==> config.mk <==
export PLATFORM = sky130hd
export DESIGN_NAME = mux_lanes_rr_flat
export DESIGN_NICKNAME = d
export VERILOG_FILES = /design/src/rtl/mux_lanes_rr_pkg.sv /design/src/rtl/mux_lanes_rr_if.sv /design/src/rtl/mux_lanes_rr_lane_ctr.sv /design/src/rtl/mux_lanes_rr.sv /design/src/flat_wrapper.sv
export SDC_FILE = /design/constraint.sdc
export NUM_CORES = 1
export LEC_CHECK = 0
export CAP_MARGIN = 20
export CELL_PAD_IN_SITES_DETAIL_PLACEMENT = 0
export CELL_PAD_IN_SITES_GLOBAL_PLACEMENT = 1
export CORE_ASPECT_RATIO = 0.5
export CORE_MARGIN = 8
export CORE_UTILIZATION = 35
export CTS_BUF_LIST = sky130_fd_sc_hd__clkbuf_16
export DETAILED_ROUTE_END_ITERATION = 10
export PLACE_DENSITY = 0.83
export SETUP_SLACK_MARGIN = 0.5
export SYNTH_ARGS = -nofsm -noshare
export SYNTH_HDL_FRONTEND = slang
export SYNTH_HIERARCHICAL = 1
export SYNTH_SLANG_ARGS = --single-unit
==> constraint.sdc <==
create_clock -name clk_4f -period 2.9 [get_ports clk_4f]
set_input_delay 0.435 -clock clk_4f [delete_from_list [all_inputs] [get_ports clk_4f]]
set_output_delay 0.435 -clock clk_4f [all_outputs]
set_load 0.02 [all_outputs]
==> src/rtl/mux_lanes_rr_pkg.sv <==
// rtl/mux_lanes_rr_pkg.sv - shared phy_tx constants and lane-index width helper
package phy_tx_pkg;

   localparam int PHY_LANES = 4;
   localparam int PHY_WIDTH = 8;

   localparam bit POLICY_ZERO = 1'b0;
   localparam bit POLICY_HOLD = 1'b1;

   // Lane index width; a single lane still needs one bit of index.
   function automatic int clog2_min1(input int n);
      return (n <= 2) ? 1 : $clog2(n);
   endfunction

endpackage

==> src/rtl/mux_lanes_rr_if.sv <==
// rtl/mux_lanes_rr_if.sv - parallel lane input and serialized output bundle
interface mux_lanes_rr_if
   import phy_tx_pkg::*;
#(
   parameter int LANES = PHY_LANES,
   parameter int WIDTH = PHY_WIDTH
);

   localparam int CW = clog2_min1(LANES);

   logic [LANES*WIDTH-1:0] data_in;
   logic [LANES-1:0]       valid_in;
   logic                   align;
   logic [WIDTH-1:0]       data_out;
   logic                   valid_out;
   logic [CW-1:0]          lane_out;
   logic                   frame_start;

   modport master (
      output data_in, valid_in, align,
      input  data_out, valid_out, lane_out, frame_start
   );

   modport slave (
      input  data_in, valid_in, align,
      output data_out, valid_out, lane_out, frame_start
   );

endinterface

==> src/rtl/mux_lanes_rr_lane_ctr.sv <==
// rtl/mux_lanes_rr_lane_ctr.sv - modulo-LANES lane counter with align clear and snapshot enable
module lane_ctr
   import phy_tx_pkg::*;
#(
   parameter int LANES = PHY_LANES,
   parameter int CW    = clog2_min1(LANES)
) (
   input  logic          clk_4f,
   input  logic          reset_L,
   input  logic          align,
   output logic [CW-1:0] cnt,
   output logic          snap_en
);

   localparam logic [CW-1:0] LAST = CW'(LANES - 1);

   // Align and the natural wrap both restart the frame, so one enable covers both.
   assign snap_en = (cnt == LAST) | align;

   always_ff @(posedge clk_4f) begin
      if (!reset_L) begin
         cnt <= '0;
      end else if (snap_en) begin
         cnt <= '0;
      end else begin
         cnt <= cnt + CW'(1);
      end
   end

endmodule

==> src/rtl/mux_lanes_rr.sv <==
// rtl/mux_lanes_rr.sv - N:1 round-robin lane serializer on clk_4f
module mux_lanes_rr
   import phy_tx_pkg::*;
#(
   parameter int LANES           = PHY_LANES,
   parameter int WIDTH           = PHY_WIDTH,
   parameter bit HOLD_ON_INVALID = POLICY_HOLD
) (
   input  logic           clk_4f,
   input  logic           reset_L,
   mux_lanes_rr_if.slave  bus
);

   localparam int CW = clog2_min1(LANES);

   logic [CW-1:0]               cnt;
   logic                        snap_en;
   logic [LANES-1:0][WIDTH-1:0] snap_data;
   logic [LANES-1:0]            snap_valid;

   lane_ctr #(
      .LANES (LANES),
      .CW    (CW)
   ) u_lane_ctr (
      .clk_4f  (clk_4f),
      .reset_L (reset_L),
      .align   (bus.align),
      .cnt     (cnt),
      .snap_en (snap_en)
   );

   // Output stage reads the pre-edge snapshot, so a frame lands one edge after capture.
   always_ff @(posedge clk_4f) begin
      if (!reset_L) begin
         snap_data       <= '0;
         snap_valid      <= '0;
         bus.data_out    <= '0;
         bus.valid_out   <= 1'b0;
         bus.lane_out    <= '0;
         bus.frame_start <= 1'b0;
      end else begin
         if (snap_en) begin
            snap_data  <= bus.data_in;
            snap_valid <= bus.valid_in;
         end
         bus.lane_out    <= cnt;
         bus.frame_start <= (cnt == '0);
         bus.valid_out   <= snap_valid[cnt];
         if (snap_valid[cnt]) begin
            bus.data_out <= snap_data[cnt];
         end else if (HOLD_ON_INVALID == POLICY_ZERO) begin
            bus.data_out <= '0;
         end
      end
   end

endmodule

==> src/flat_wrapper.sv <==
// flat-port wrapper written by rule: the top's interface ports become plain ports
module mux_lanes_rr_flat import phy_tx_pkg::*;
#(
   parameter int LANES           = PHY_LANES,
   parameter int WIDTH           = PHY_WIDTH,
   parameter bit HOLD_ON_INVALID = POLICY_HOLD
)
  (clk_4f, reset_L, bus_data_in, bus_valid_in, bus_align, bus_data_out, bus_valid_out, bus_lane_out, bus_frame_start);
  mux_lanes_rr_if #(.LANES(LANES), .WIDTH(WIDTH)) bus_i ();
  input  logic clk_4f;
  input  logic reset_L;
  input wire logic [$bits(bus_i.data_in)-1:0] bus_data_in;
  input wire logic [$bits(bus_i.valid_in)-1:0] bus_valid_in;
  input wire logic [$bits(bus_i.align)-1:0] bus_align;
  output wire logic [$bits(bus_i.data_out)-1:0] bus_data_out;
  output wire logic [$bits(bus_i.valid_out)-1:0] bus_valid_out;
  output wire logic [$bits(bus_i.lane_out)-1:0] bus_lane_out;
  output wire logic [$bits(bus_i.frame_start)-1:0] bus_frame_start;
  assign bus_i.data_in = bus_data_in;
  assign bus_i.valid_in = bus_valid_in;
  assign bus_i.align = bus_align;
  assign bus_data_out = bus_i.data_out;
  assign bus_valid_out = bus_i.valid_out;
  assign bus_lane_out = bus_i.lane_out;
  assign bus_frame_start = bus_i.frame_start;
  mux_lanes_rr #(.LANES(LANES), .WIDTH(WIDTH), .HOLD_ON_INVALID(HOLD_ON_INVALID)) u_core (.clk_4f(clk_4f), .reset_L(reset_L), .bus(bus_i));
endmodule
==> flow_summary.html, run 1 <==
<table>
<tr><th>Metric</th><th>Value</th></tr>
<tr><th colspan="2">Clock tree</th></tr>
<tr><td>Number of H-tree levels</td><td>2</td></tr>
<tr><td>Total number of clock tree sinks</td><td>50</td></tr>
<tr><td>Later-pin clock latency in the skew report</td><td>0.28 ns</td></tr>
<tr><td>Clk pin slew, worst setup/hold paths</td><td>0.06 ns</td></tr>
<tr><td>Number of buffers added by the clock tree synthesis step</td><td>5</td></tr>
<tr><td>Post-CTS sizing</td><td>0</td></tr>
<tr><td>Largest buffer count on any clock path</td><td>2</td></tr>
<tr><td>Setup bufs post-CTS</td><td>0</td></tr>
<tr><td>CTS tree</td><td>built</td></tr>
<tr><td>Buffer cell driving the clock tree root</td><td>clkbuf_16</td></tr>
<tr><td>Post-CTS Hold Buffers</td><td>0</td></tr>
<tr><th colspan="2">Finish</th></tr>
<tr><td>Fraction of layout cells with a size suffix above 1</td><td>11.0%</td></tr>
<tr><td>Ant. Diodes</td><td>0</td></tr>
<tr><td>Fin area</td><td>0.00276 mm^2</td></tr>
<tr><td>Area growth syn-to-layout</td><td>34.6%</td></tr>
<tr><td>Final core utilization</td><td>49.7%</td></tr>
<tr><td># nets final</td><td>257</td></tr>
<tr><th colspan="2">Min path</th></tr>
<tr><td>Min-Delay Endpoint</td><td>u_core/bus.data_out[0]</td></tr>
<tr><td>Worst hold path class</td><td>reg -&gt; reg</td></tr>
<tr><td>Hold path cells</td><td>2</td></tr>
<tr><td>Hold Startpoint</td><td>u_core/bus.data_out[0]</td></tr>
<tr><th colspan="2">Synth</th></tr>
<tr><td>Top cell type's share of synthesized area</td><td>48.8%</td></tr>
<tr><td>Leading post-synthesis cells by cell area</td><td>dfxtp_1, mux2i_1, nor2b_1</td></tr>
<tr><td>Flip-flop and latch count after synthesis</td><td>50</td></tr>
<tr><td>Share of the synthesized area in compound gates (AO/OA/AOI/OAI)</td><td>0%</td></tr>
<tr><td>Simple-gate area share of the yosys netlist</td><td>16.3%</td></tr>
<tr><td>Top cell type by total area after synthesis</td><td>dfxtp_1</td></tr>
<tr><td>Fraction of the yosys area taken by sequential cells</td><td>48.8%</td></tr>
<tr><td>Net count of the mapped netlist</td><td>207</td></tr>
<tr><td>Synth Area in Adders</td><td>0.609%</td></tr>
<tr><td>Mapped Cells</td><td>167</td></tr>
<tr><td>Average cell area after synthesis</td><td>12.3 um^2</td></tr>
<tr><td>Syn. warnings</td><td>6</td></tr>
<tr><td>Main combinational cell family by area after synthesis</td><td>multiplexers</td></tr>
<tr><td>XOR/XNOR share of the synthesized area</td><td>0%</td></tr>
<tr><td>Multiplexer area fraction after synthesis</td><td>31.3%</td></tr>
<tr><td>Netlist Area Pre-Place</td><td>0.00205 mm^2</td></tr>
<tr><td>Number of unique standard cell types used by synthesis</td><td>14</td></tr>
<tr><th colspan="2">Die</th></tr>
<tr><td>Die height</td><td>70.2 um</td></tr>
<tr><td>Std cell rows</td><td>19</td></tr>
<tr><td>Overall die area</td><td>0.00872 mm^2</td></tr>
<tr><td>Effective utilization at floorplan</td><td>36.9%</td></tr>
<tr><td>Area of the core region</td><td>0.00556 mm^2</td></tr>
<tr><td>I/O pin cnt</td><td>51</td></tr>
<tr><td>Die width</td><td>124 um</td></tr>
<tr><th colspan="2">Critical path</th></tr>
<tr><td>CP arrival</td><td>1.99 ns</td></tr>
<tr><td>Launching point of the worst reg2reg path</td><td>u_core/u_lane_ctr/cnt[0]</td></tr>
<tr><td>Critical-path maximum fanout</td><td>16</td></tr>
<tr><td>Type of the worst setup path</td><td>in -&gt; reg</td></tr>
<tr><td>Kind of start point of the critical path</td><td>input port</td></tr>
<tr><td>Data required time at the worst endpoint</td><td>3.08 ns</td></tr>
<tr><td>Reg2Reg Depth</td><td>4</td></tr>
<tr><td>Reg2reg end</td><td>u_core/bus.data_out[6]</td></tr>
<tr><td>Register-to-Register Setup Slack</td><td>1.16 ns</td></tr>
<tr><td>Endpoint type of the worst setup path</td><td>flip-flop</td></tr>
<tr><th colspan="2">Routing</th></tr>
<tr><td>Amount of wire on met2 after detailed routing</td><td>2130 um</td></tr>
<tr><td>Total vias in the final route</td><td>1330</td></tr>
<tr><td>Uppermost layer routed</td><td>met4</td></tr>
<tr><td>Initial DRC Count</td><td>42</td></tr>
<tr><td>Final wirelength</td><td>4330 um</td></tr>
<tr><td>Average detailed-routed wire length per instance</td><td>14.9 um</td></tr>
<tr><td>Drt via density</td><td>4.57</td></tr>
<tr><td>Wire length on met3</td><td>204 um</td></tr>
<tr><td>Number of iterations in the first detailed-routing pass</td><td>4</td></tr>
<tr><td>DRC violation count after routing</td><td>0</td></tr>
<tr><td>Wire length on met1</td><td>1940 um</td></tr>
<tr><td>Antenna Nets Post-Route</td><td>0</td></tr>
<tr><th colspan="2">Global route</th></tr>
<tr><td>First-pass GRT wire length</td><td>7230 um</td></tr>
<tr><td>Global-route total usage across every layer</td><td>10.1%</td></tr>
<tr><td>Number of antenna violations at the first check in global routing</td><td>0</td></tr>
<tr><td>Grt ovf</td><td>0</td></tr>
<tr><td>Maximum number of pins on one net before global-route repair</td><td>31</td></tr>
<tr><td>Via count of the first global-routing pass</td><td>1460</td></tr>
<tr><th colspan="2">STA</th></tr>
<tr><td>Final Max Slew Viols</td><td>0</td></tr>
<tr><td>Slew at the pin closest to its max-slew limit</td><td>0.497 ns</td></tr>
<tr><td>Count of endpoints failing hold in the final timing report</td><td>0</td></tr>
<tr><td>Highest Clock Rate</td><td>550 MHz</td></tr>
<tr><td>Worst slew slack as a fraction of its limit</td><td>66.8%</td></tr>
<tr><td>Total negative slack for setup checks</td><td>0 ns</td></tr>
<tr><td>Period Utilization, post-route</td><td>62.7%</td></tr>
<tr><td>Setup violators final</td><td>0</td></tr>
<tr><td>Unrepaired setup endpoints after global routing</td><td>false</td></tr>
<tr><td>Tmin final</td><td>1.82 ns</td></tr>
<tr><td>Skew final</td><td>0.00335 ns</td></tr>
<tr><th colspan="2">Power and ir drop</th></tr>
<tr><td>Worst voltage drop across the vdd grid</td><td>0.291 mV</td></tr>
<tr><td>Pwr dens</td><td>545 mW/mm^2</td></tr>
<tr><td>Static Leakage</td><td>0.00108 uW</td></tr>
<tr><th colspan="2">Placed design</th></tr>
<tr><td>Port Buffers</td><td>50</td></tr>
<tr><td>Weighted congestion at the end of routability-driven global placement</td><td>0.664</td></tr>
<tr><td>Placed Area</td><td>0.00262 mm^2</td></tr>
<tr><td>HPWL after detailed placement</td><td>3220 um</td></tr>
<tr><th colspan="2">Outcome</th></tr>
<tr><td>Outcome</td><td>finished clean</td></tr>
<tr><th colspan="2">Run</th></tr>
<tr><td>Max Cap Viol</td><td>0</td></tr>
</table>
## logic make-up (layout without fill, tap and decap cells)
kind of cell	after synthesis	after routing
AND/OR/NAND/NOR	51	51
multiplexers	53	53
adder cells (fa/ha/maj)	1	1
flip-flops	50	50
buffers and inverters	12	63
## worst max-delay path, stage by stage
cell and delay (ns):
clkdlybuf4s50_1 0.51, or2_2 0.44, buf_4 0.33, mux2i_1 0.21, nor2b_1 0.06
## area by class of cell
cell class              instances  area, um^2
well taps                      73        91.3
flip-flops and latches         50        1000
multi-input cells             105         991
fillers                       537        2800
clock buffers                   5         125
repair buffers                 55         538
clock inverters                 3        16.3
## layout by cell type (no fill, tap or decap)
cell             synthesis  layout
clkdlybuf4s50_1          0      50
clkinv_1                 0       1
clkinvlp_4               0       1
mux2i_1                 44      44
nor2b_1                 44      44
or2_2                    0       1
and2_1                   3       3
nor3b_1                  1       1
dfxtp_1                 50      50
nor4b_2                  1       1
clkinv_2                 0       1
clkbuf_16                0       5
buf_4                    1       5
mux4_2                   9       9
ha_1                     1       1
and4bb_2                 1       1
## registers in the layout, indices dropped and copies added, names as in the netlist
signal	count
u_core/bus.lane_out	2
u_core/bus.valid_out	1
u_core/bus.data_out	8
u_core/u_lane_ctr/cnt	2
u_core/bus.frame_start	1
u_core/snap_valid	4
u_core/snap_data	32
## worst max-delay path by stage
stage                                   startpoint              endpoint  slack [ns]
after floorplan           u_core/u_lane_ctr/cnt[0]   u_core/snap_data[0]        1.38
after global placement                   bus_align  u_core/snap_data[16]        0.83
after detailed placement                 bus_align  u_core/snap_data[24]        0.79
after CTS                                bus_align  u_core/snap_data[24]        1.07
after global routing                     bus_align   u_core/snap_data[0]        0.94
final                                    bus_align  u_core/snap_data[24]        1.08
## power by group
part,leakage (uW),internal (uW),total (uW),switching (uW)
sequential,0.000411,725,744,19.0
clock,0.0000672,315,560,245
combinational,0.000605,125,201,75.7
total,0.00108,1160,1500,340
## cell usage after synthesis
cell type,count
mux2i_1,44
buf_6,1
nor4b_2,1
and4bb_2,1
or2_1,1
mux4_2,9
clkbuf_1,6
buf_2,4
buf_4,1
nor3b_1,1
and2_1,3
nor2b_1,44
ha_1,1
dfxtp_1,50
## metrics by stage
| step | power, uW | worst slack (ns) | hold slack [ns] | instances |
|---|---|---|---|---|
| floorplan | 873 | 1.38 | 0.477 | 167 |
| global route | 1570 | 0.943 | 0.545 | 291 |
| detailed placement | 962 | 0.790 | 0.502 | 283 |
| CTS | 1520 | 1.07 | 0.520 | 291 |
| global placement | 956 | 0.835 | 0.491 | 283 |
| finish | 1500 | 1.08 | 0.516 | 291 |
## routing by layer
metal,up-vias,global-route usage [%]
met4,0,3.97
met3,4,3.39
met5,-,0
li1,674,-
met1,628,11.8
met2,24,16.9
Power figures use the tool's default switching activity.
==> inputs of run 2 (changes only) <==
--- a/config.mk
+++ b/config.mk
@@ -10,10 +10,10 @@
 export CELL_PAD_IN_SITES_GLOBAL_PLACEMENT = 1
 export CORE_ASPECT_RATIO = 0.5
 export CORE_MARGIN = 8
-export CORE_UTILIZATION = 35
+export CORE_UTILIZATION = 34
 export CTS_BUF_LIST = sky130_fd_sc_hd__clkbuf_16
 export DETAILED_ROUTE_END_ITERATION = 10
-export PLACE_DENSITY = 0.83
+export PLACE_DENSITY = 0.84
 export SETUP_SLACK_MARGIN = 0.5
 export SYNTH_ARGS = -nofsm -noshare
 export SYNTH_HDL_FRONTEND = slang
==> constraint.sdc (replaced) <==
create_clock -name clk_4f -period 1.63 [get_ports clk_4f]
set_input_delay 0.2445 -clock clk_4f [delete_from_list [all_inputs] [get_ports clk_4f]]
set_output_delay 0.2445 -clock clk_4f [all_outputs]
set_load 0.02 [all_outputs]
==> flow_summary.html, run 2 (same netlist as run 1, synthesis figures left out) <==
<table>
<tr><th>Metric</th><th>Value</th></tr>
<tr><th colspan="2">STA</th></tr>
<tr><td>Skew final</td><td>0.00469 ns</td></tr>
<tr><td>Setup violators final</td><td>0</td></tr>
<tr><td>Period Utilization, post-route</td><td>87.4%</td></tr>
<tr><td>Count of endpoints failing hold in the final timing report</td><td>0</td></tr>
<tr><td>Final Max Slew Viols</td><td>0</td></tr>
<tr><td>Tmin final</td><td>1.42 ns</td></tr>
<tr><td>Worst slew slack as a fraction of its limit</td><td>84.4%</td></tr>
<tr><td>Slew at the pin closest to its max-slew limit</td><td>0.234 ns</td></tr>
<tr><td>Total negative slack for setup checks</td><td>0 ns</td></tr>
<tr><td>Highest Clock Rate</td><td>702 MHz</td></tr>
<tr><td>Unrepaired setup endpoints after global routing</td><td>true</td></tr>
<tr><th colspan="2">Die</th></tr>
<tr><td>Area of the core region</td><td>0.00596 mm^2</td></tr>
<tr><td>Die height</td><td>71.0 um</td></tr>
<tr><td>Effective utilization at floorplan</td><td>34.5%</td></tr>
<tr><td>Std cell rows</td><td>20</td></tr>
<tr><td>Overall die area</td><td>0.00893 mm^2</td></tr>
<tr><td>I/O pin cnt</td><td>51</td></tr>
<tr><td>Die width</td><td>126 um</td></tr>
<tr><th colspan="2">Min path</th></tr>
<tr><td>Worst hold path class</td><td>reg -&gt; reg</td></tr>
<tr><td>Hold path cells</td><td>2</td></tr>
<tr><th colspan="2">Critical path</th></tr>
<tr><td>Launching point of the worst reg2reg path</td><td>u_core/u_lane_ctr/cnt[0]</td></tr>
<tr><td>Destination of the critical timing path</td><td>u_core/bus.data_out[2]</td></tr>
<tr><td>Crit-path cells</td><td>mux4_2, mux2i_1, nor2b_1</td></tr>
<tr><td>Cell depth of the worst setup path</td><td>3</td></tr>
<tr><td>Worst Path Buf+Inv</td><td>0</td></tr>
<tr><td>Critical-path maximum fanout</td><td>6</td></tr>
<tr><td>Data required time at the worst endpoint</td><td>1.81 ns</td></tr>
<tr><td>Kind of start point of the critical path</td><td>flip-flop</td></tr>
<tr><td>Endpoint type of the worst setup path</td><td>flip-flop</td></tr>
<tr><td>Reg2reg end</td><td>u_core/bus.data_out[2]</td></tr>
<tr><td>CP arrival</td><td>1.60 ns</td></tr>
<tr><td>Launching element of the worst setup path</td><td>u_core/u_lane_ctr/cnt[0]</td></tr>
<tr><td>Register-to-Register Setup Slack</td><td>0.21 ns</td></tr>
<tr><td>Max stage delay cell, worst path</td><td>mux4_2</td></tr>
<tr><td>Largest stage delay, worst path</td><td>0.64 ns</td></tr>
<tr><td>Type of the worst setup path</td><td>reg -&gt; reg</td></tr>
<tr><td>Largest delay share family, worst path</td><td>multiplexers</td></tr>
<tr><td>Reg2Reg Depth</td><td>3</td></tr>
<tr><th colspan="2">Finish</th></tr>
<tr><td>Final Non-Filler Cells</td><td>305</td></tr>
<tr><td>Ant. Diodes</td><td>0</td></tr>
<tr><td># nets final</td><td>267</td></tr>
<tr><td>Biggest registers after layout</td><td>u_core/snap_data: 32 flops, u_core/bus.data_out: 8 flops, u_core/snap_valid: 4 flops</td></tr>
<tr><td>Fin area</td><td>0.00296 mm^2</td></tr>
<tr><td>Fraction of layout cells with a size suffix above 1</td><td>22.8%</td></tr>
<tr><td>Most common library cell in the layout ignoring fill and taps</td><td>dfxtp_1</td></tr>
<tr><td>Largest reg by FF count</td><td>u_core/snap_data</td></tr>
<tr><td>Fill cells</td><td>519</td></tr>
<tr><td>Leading cell types in the layout, fill and taps excluded</td><td>dfxtp_1, nor2b_1, mux2i_1</td></tr>
<tr><td>Area growth syn-to-layout</td><td>44.2%</td></tr>
<tr><td>Max reg flops</td><td>32</td></tr>
<tr><th colspan="2">Placed design</th></tr>
<tr><td>Port Buffers</td><td>50</td></tr>
<tr><td>Total instance count after detailed placement</td><td>290</td></tr>
<tr><td>HPWL after detailed placement</td><td>3130 um</td></tr>
<tr><td>Weighted congestion at the end of routability-driven global placement</td><td>0.681</td></tr>
<tr><td>Placed Area</td><td>0.00268 mm^2</td></tr>
<tr><th colspan="2">Clock tree</th></tr>
<tr><td>Total number of clock tree sinks</td><td>50</td></tr>
<tr><td>Number of H-tree levels</td><td>2</td></tr>
<tr><td>Largest buffer count on any clock path</td><td>2</td></tr>
<tr><td>Later-pin clock latency in the skew report</td><td>0.28 ns</td></tr>
<tr><td>Buffer cell driving the clock tree root</td><td>clkbuf_16</td></tr>
<tr><td>Clk pin slew, worst setup/hold paths</td><td>0.06 ns</td></tr>
<tr><td>CTS tree</td><td>built</td></tr>
<tr><td>Number of buffers added by the clock tree synthesis step</td><td>5</td></tr>
<tr><th colspan="2">Routing</th></tr>
<tr><td>Drt via density</td><td>4.52</td></tr>
<tr><td>Average detailed-routed wire length per instance</td><td>15.1 um</td></tr>
<tr><td>Antenna Nets Post-Route</td><td>0</td></tr>
<tr><td>Number of iterations in the first detailed-routing pass</td><td>4</td></tr>
<tr><td>Total vias in the final route</td><td>1379</td></tr>
<tr><td>Final wirelength</td><td>4610 um</td></tr>
<tr><td>DRC violation count after routing</td><td>0</td></tr>
<tr><td>Initial DRC Count</td><td>61</td></tr>
<tr><th colspan="2">Global route</th></tr>
<tr><td>First-pass GRT wire length</td><td>7670 um</td></tr>
<tr><td>Via count of the first global-routing pass</td><td>1465</td></tr>
<tr><td>Number of antenna violations at the first check in global routing</td><td>0</td></tr>
<tr><td>Grt ovf</td><td>0</td></tr>
<tr><td>Maximum number of pins on one net before global-route repair</td><td>51</td></tr>
<tr><td>Global-route total usage across every layer</td><td>10.6%</td></tr>
<tr><th colspan="2">Power and ir drop</th></tr>
<tr><td>Relative contribution of sequential cells to total power</td><td>48.9%</td></tr>
<tr><td>Switching component of the power</td><td>604 uW</td></tr>
<tr><td>Power share of the clock group</td><td>35.9%</td></tr>
<tr><td>Internal power of the cells</td><td>2110 uW</td></tr>
<tr><td>Static Leakage</td><td>0.00119 uW</td></tr>
<tr><td>Comb power frac</td><td>15.2%</td></tr>
<tr><td>Sw Ratio</td><td>22.2%</td></tr>
<tr><td>Pwr dens</td><td>917 mW/mm^2</td></tr>
<tr><td>Worst voltage drop across the vdd grid</td><td>0.475 mV</td></tr>
<tr><td>Total chip power</td><td>2720 uW</td></tr>
<tr><th colspan="2">Run</th></tr>
<tr><td>Max Cap Viol</td><td>0</td></tr>
<tr><th colspan="2">Outcome</th></tr>
<tr><td>Outcome</td><td>finished clean</td></tr>
</table>
-- run 2: changes by cell type in the layout (fill, tap and decap cells not counted), sizes merged --
cell           change
clkdlybuf4s15      +3
clkdlybuf4s50     -12
buf               +17
mux4               +1
clkbuf             +1
-- run 2: worst min path at each step --
stage                                 startpoint                       end  slack, ns
after global placement      u_core/snap_data[13]      u_core/snap_data[13]       0.49
after detailed placement    u_core/snap_data[16]      u_core/snap_data[16]       0.50
after CTS                   u_core/snap_data[16]      u_core/snap_data[16]       0.51
after floorplan                        bus_align  u_core/u_lane_ctr/cnt[0]       0.31
final                       u_core/snap_data[16]      u_core/snap_data[16]       0.51
after global routing      u_core/bus.data_out[0]    u_core/bus.data_out[0]       0.53
-- run 2: power groups by stage --
stage | Combinational, uW | Sequential, uW | Clock (uW)
floorplan | 213 | 1350 | 0
global placement | 359 | 1350 | 0
detailed placement | 367 | 1350 | 0
CTS | 410 | 1330 | 1010
global route | 444 | 1340 | 1070
finish | 413 | 1330 | 974
-- run 2: area by class of cell --
class / count / area (um^2) / share of cell area (%)
timing repair buffer: 64 / 676 / 22.8
clock inverter: 3 / 16.3 / 0.549
clock buffer: 5 / 125 / 4.23
sequential: 50 / 1010 / 34.1
tap: 77 / 96.3 / 3.25
multi-input combinational: 106 / 1040 / 35.1
-- run 2: routing by layer --
metal  part of all wire [%]  track usage, %
met3                    3.9            2.62
met1                     48            13.4
met4                   0.50            2.38
met5                      0               0
met2                     48            17.9
-- run 2: per-stage QoR --
stage / util [%] / worst slack (ns) / hold slack [ns]
floorplan: - / 0.315 / 0.309
global placement: 45.0 / 0.0987 / 0.490
detailed placement: 45.0 / 0.0474 / 0.499
CTS: 49.6 / 0.216 / 0.514
global route: 49.7 / 0.129 / 0.534
finish: 49.7 / 0.206 / 0.507
-- run 2: repair_timing --
item | CTS | global route
buffers inserted | 3 | 0
hold buffers | 0 | 0
endpoints found under the setup margin | 57 | 48
resized for setup | 55 | 9
cloned | 3 | 1
-- run 2: tightest hold or removal path: stages, from the launching register on --
cell and delay, ns:
dfxtp_1 0.32, mux2i_1 0.06, nor2b_1 0.09
==> inputs of run 3 (changes only) <==
--- a/config.mk
+++ b/config.mk
@@ -15,6 +15,7 @@
 export DETAILED_ROUTE_END_ITERATION = 10
 export PLACE_DENSITY = 0.84
 export SETUP_SLACK_MARGIN = 0.5
+export SLEW_MARGIN = 10
 export SYNTH_ARGS = -nofsm -noshare
 export SYNTH_HDL_FRONTEND = slang
 export SYNTH_HIERARCHICAL = 1
==> results of run 3 <==
Final layout, timing and power as in run 2 (identical DEF).
==> variant: new RTL, flow settings as in run 2 <==
The package constant `PHY_LANES` goes from 4 to 6.
--- a/src/rtl/mux_lanes_rr_pkg.sv
+++ b/src/rtl/mux_lanes_rr_pkg.sv
@@ -1,7 +1,7 @@
 // rtl/mux_lanes_rr_pkg.sv - shared phy_tx constants and lane-index width helper
 package phy_tx_pkg;
 
-   localparam int PHY_LANES = 4;
+   localparam int PHY_LANES = 6;
    localparam int PHY_WIDTH = 8;
 
    localparam bit POLICY_ZERO = 1'b0;
Interface: changed (resized bus_data_in, bus_lane_out and bus_valid_in); port bits go from 51 to 70. The function was not compared with the original's and may differ.
==> variant against run 2 <==
The flow now finishes with violations (setup timing). Via count is 66% higher. Power rose by 69%. Wire length up 88%. Sequential share of layout area down 3.0 points. Sequential cell count rose by 20. Worst setup slack got worse by 220 ps. Count of clock-buffer cells in the layout grew 5. Critical path depth grew 2. Design area grew 53%. Synthesized area grew 46%. Critical endpoint is now u_core/bus.data_out[1]. Largest cell class unchanged. Highest routed layer unchanged.
==> variant: results (changes against run 2) <==
- Data arrival time of the worst path: 1860 ps (+260 ps)
- The routed length per placed instance is 18.3 um (+21%).
* Total placed cells including tap cells: 441 (+52%)
* Biggest cell delay along the critical path: 550 ps (-90 ps)
* Outcome: complete, but fails checks
* Iteration-0 DRC Markers: 130 (+110%)
- Clock latency at the later pin of the worst-skew pair: 340 ps (+60 ps)
- Count of warnings emitted by yosys: 6 (unchanged)
- The number of H-tree levels came to 3 (+1).
- Avg Vias per Cell: 4.85 (+7.2%)
- Total CTS buffers: 9 (+4)
- Number of optimization iterations in the first detailed-route pass: 4 (unchanged)
- The number of nets produced by synthesis is 319 (+54%).
- The final reports fail on setup timing.
- The final critical-path setup slack is -12.2 ps (-218 ps).
* Cell family with most CP delay: multiplexers
* Final Net Count: 410 (+54%)
- Final count of negative-setup-slack endpoints: 1 (+1)
- Worst slack at placement: 29.4 ps (-18.0 ps)
* Most common library cells after synthesis: dfxtp_1 (70), nor2b_1 (55), mux2i_1 (54), mux2_2 (9)
* Largest net degree at the start of global routing: 23 (-55%)
- The maximum VDD drop came to 0.000633 V (+33%).
- Total half-perimeter wirelength after legalization and detailed placement: 5520 um (+76%)
- Total global-route track usage: 13.9% (+3.3 points)
- The clock-pin slew of the registers on the worst-case setup and hold paths came to 60 ps (about the same).
- The largest registers in the layout are u_core/snap_data: 48 flops, u_core/bus.data_out: 8 flops, u_core/snap_valid: 6 flops.
- The sequential element share of the synthesized area is 46.6% (-2.1 points).
- The transition at the pin with the smallest max-transition slack came to 538 ps (+304 ps).
* Ranking of synthesized cells by area: dfxtp_1 (47%), mux2i_1 (18%), nor2b_1 (11%)
- The global-route wire length before repair is 13000 um (+69%).
- The clock skew after layout was 6.35 ps (+1.66 ps).
* Yosys cell types: 30 (+16)
- Synthesized area per cell: 11.6 sq um (-6.0%)
- The number of buffers inserted by port buffering came to 69 (+38%).
- Vias in the first global route: 2424 (+65%)
* Post-layout instance count excluding filler cells: 473 (+55%)
* Fraction of layout cells with a size suffix above 1: 27.0% (+4.2 points)
- The fraction of synthesis flops using an asynchronous set or reset pin came to 0% (unchanged).
==> variant: cell types whose count changed after synthesis, sizes merged, moves of 3 or more <==
cell / delta
o21ai: +7
nor2b: +11
inv: +3
mux2i: +10
a21oi: +8
mux2: +10
a22oi: +7
buf: +4
dfxtp: +20
==> variant: repair_timing <==
item / 4_1_cts / 5_1_grt
pin swaps: 2 / 3
endpoints found under the setup margin: 79 / 69
cloned: 6 / 0
resized for setup: 64 / 29
buffers inserted: 6 / 4
==> variant: layout make-up <==
class                   instances  area [sq um]
fillers                       730          4110
multi-input cells             169          1620
flip-flops and latches         70          1410
repair buffers                 97          1040
clock buffers                  10           250
well taps                     117           146
clock inverters                 6          58.8
inverters                       4          15.0
==> variant: power by group <==
group          total, mW  internal (mW)  switching, mW
clock network       2.01           1.27          0.740
logic              0.705          0.428          0.277
registers           1.88           1.82         0.0644
==> variant: cell families (layout without fill, tap and decap cells) <==
group	after synthesis	after routing	synth area share, %
mux	72	72	28.6
flops	70	70	46.6
simple gates	65	65	13.6
compound gates	29	30	6.87
buf+inv	22	117	3.46
fa+ha+maj	2	2	0.833
==> variant: tightest hold or removal path, stage by stage (launching register included) <==
cell,delay [ps]
dfxtp_1,320
mux2i_1,60
nor2b_1,90
==> variant: through the flow <==
stage                     util, %  instance area [sq um]  power (mW)
after floorplan                 -                   3080        2.23
after global placement       45.1                   3900        2.46
after detailed placement     45.1                   3900        2.48
after CTS                    50.9                   4410        4.55
after global routing         52.5                   4540        4.74
final                        52.5                   4540        4.59
==> variant: per-layer routing <==
metal	vias to the layer above	part of all wire [%]	track usage (%)
li1	1102	-	-
met1	1134	45	16.6
met2	45	50	23.9
met3	11	4.1	4.24
met4	0	1.5	4.80
met5	-	0	0
==> variant: worst paths after layout <==
path / startpoint / to / slack, ps / depth (start not counted)
min: u_core/snap_data[15] / u_core/snap_data[15] / 510 / 2
max: u_core/u_lane_ctr/cnt[0] / u_core/bus.data_out[1] / -10 / 5
min reg2reg: u_core/snap_data[15] / u_core/snap_data[15] / 510 / 2
max reg2reg: u_core/u_lane_ctr/cnt[0] / u_core/bus.data_out[1] / -10 / 5
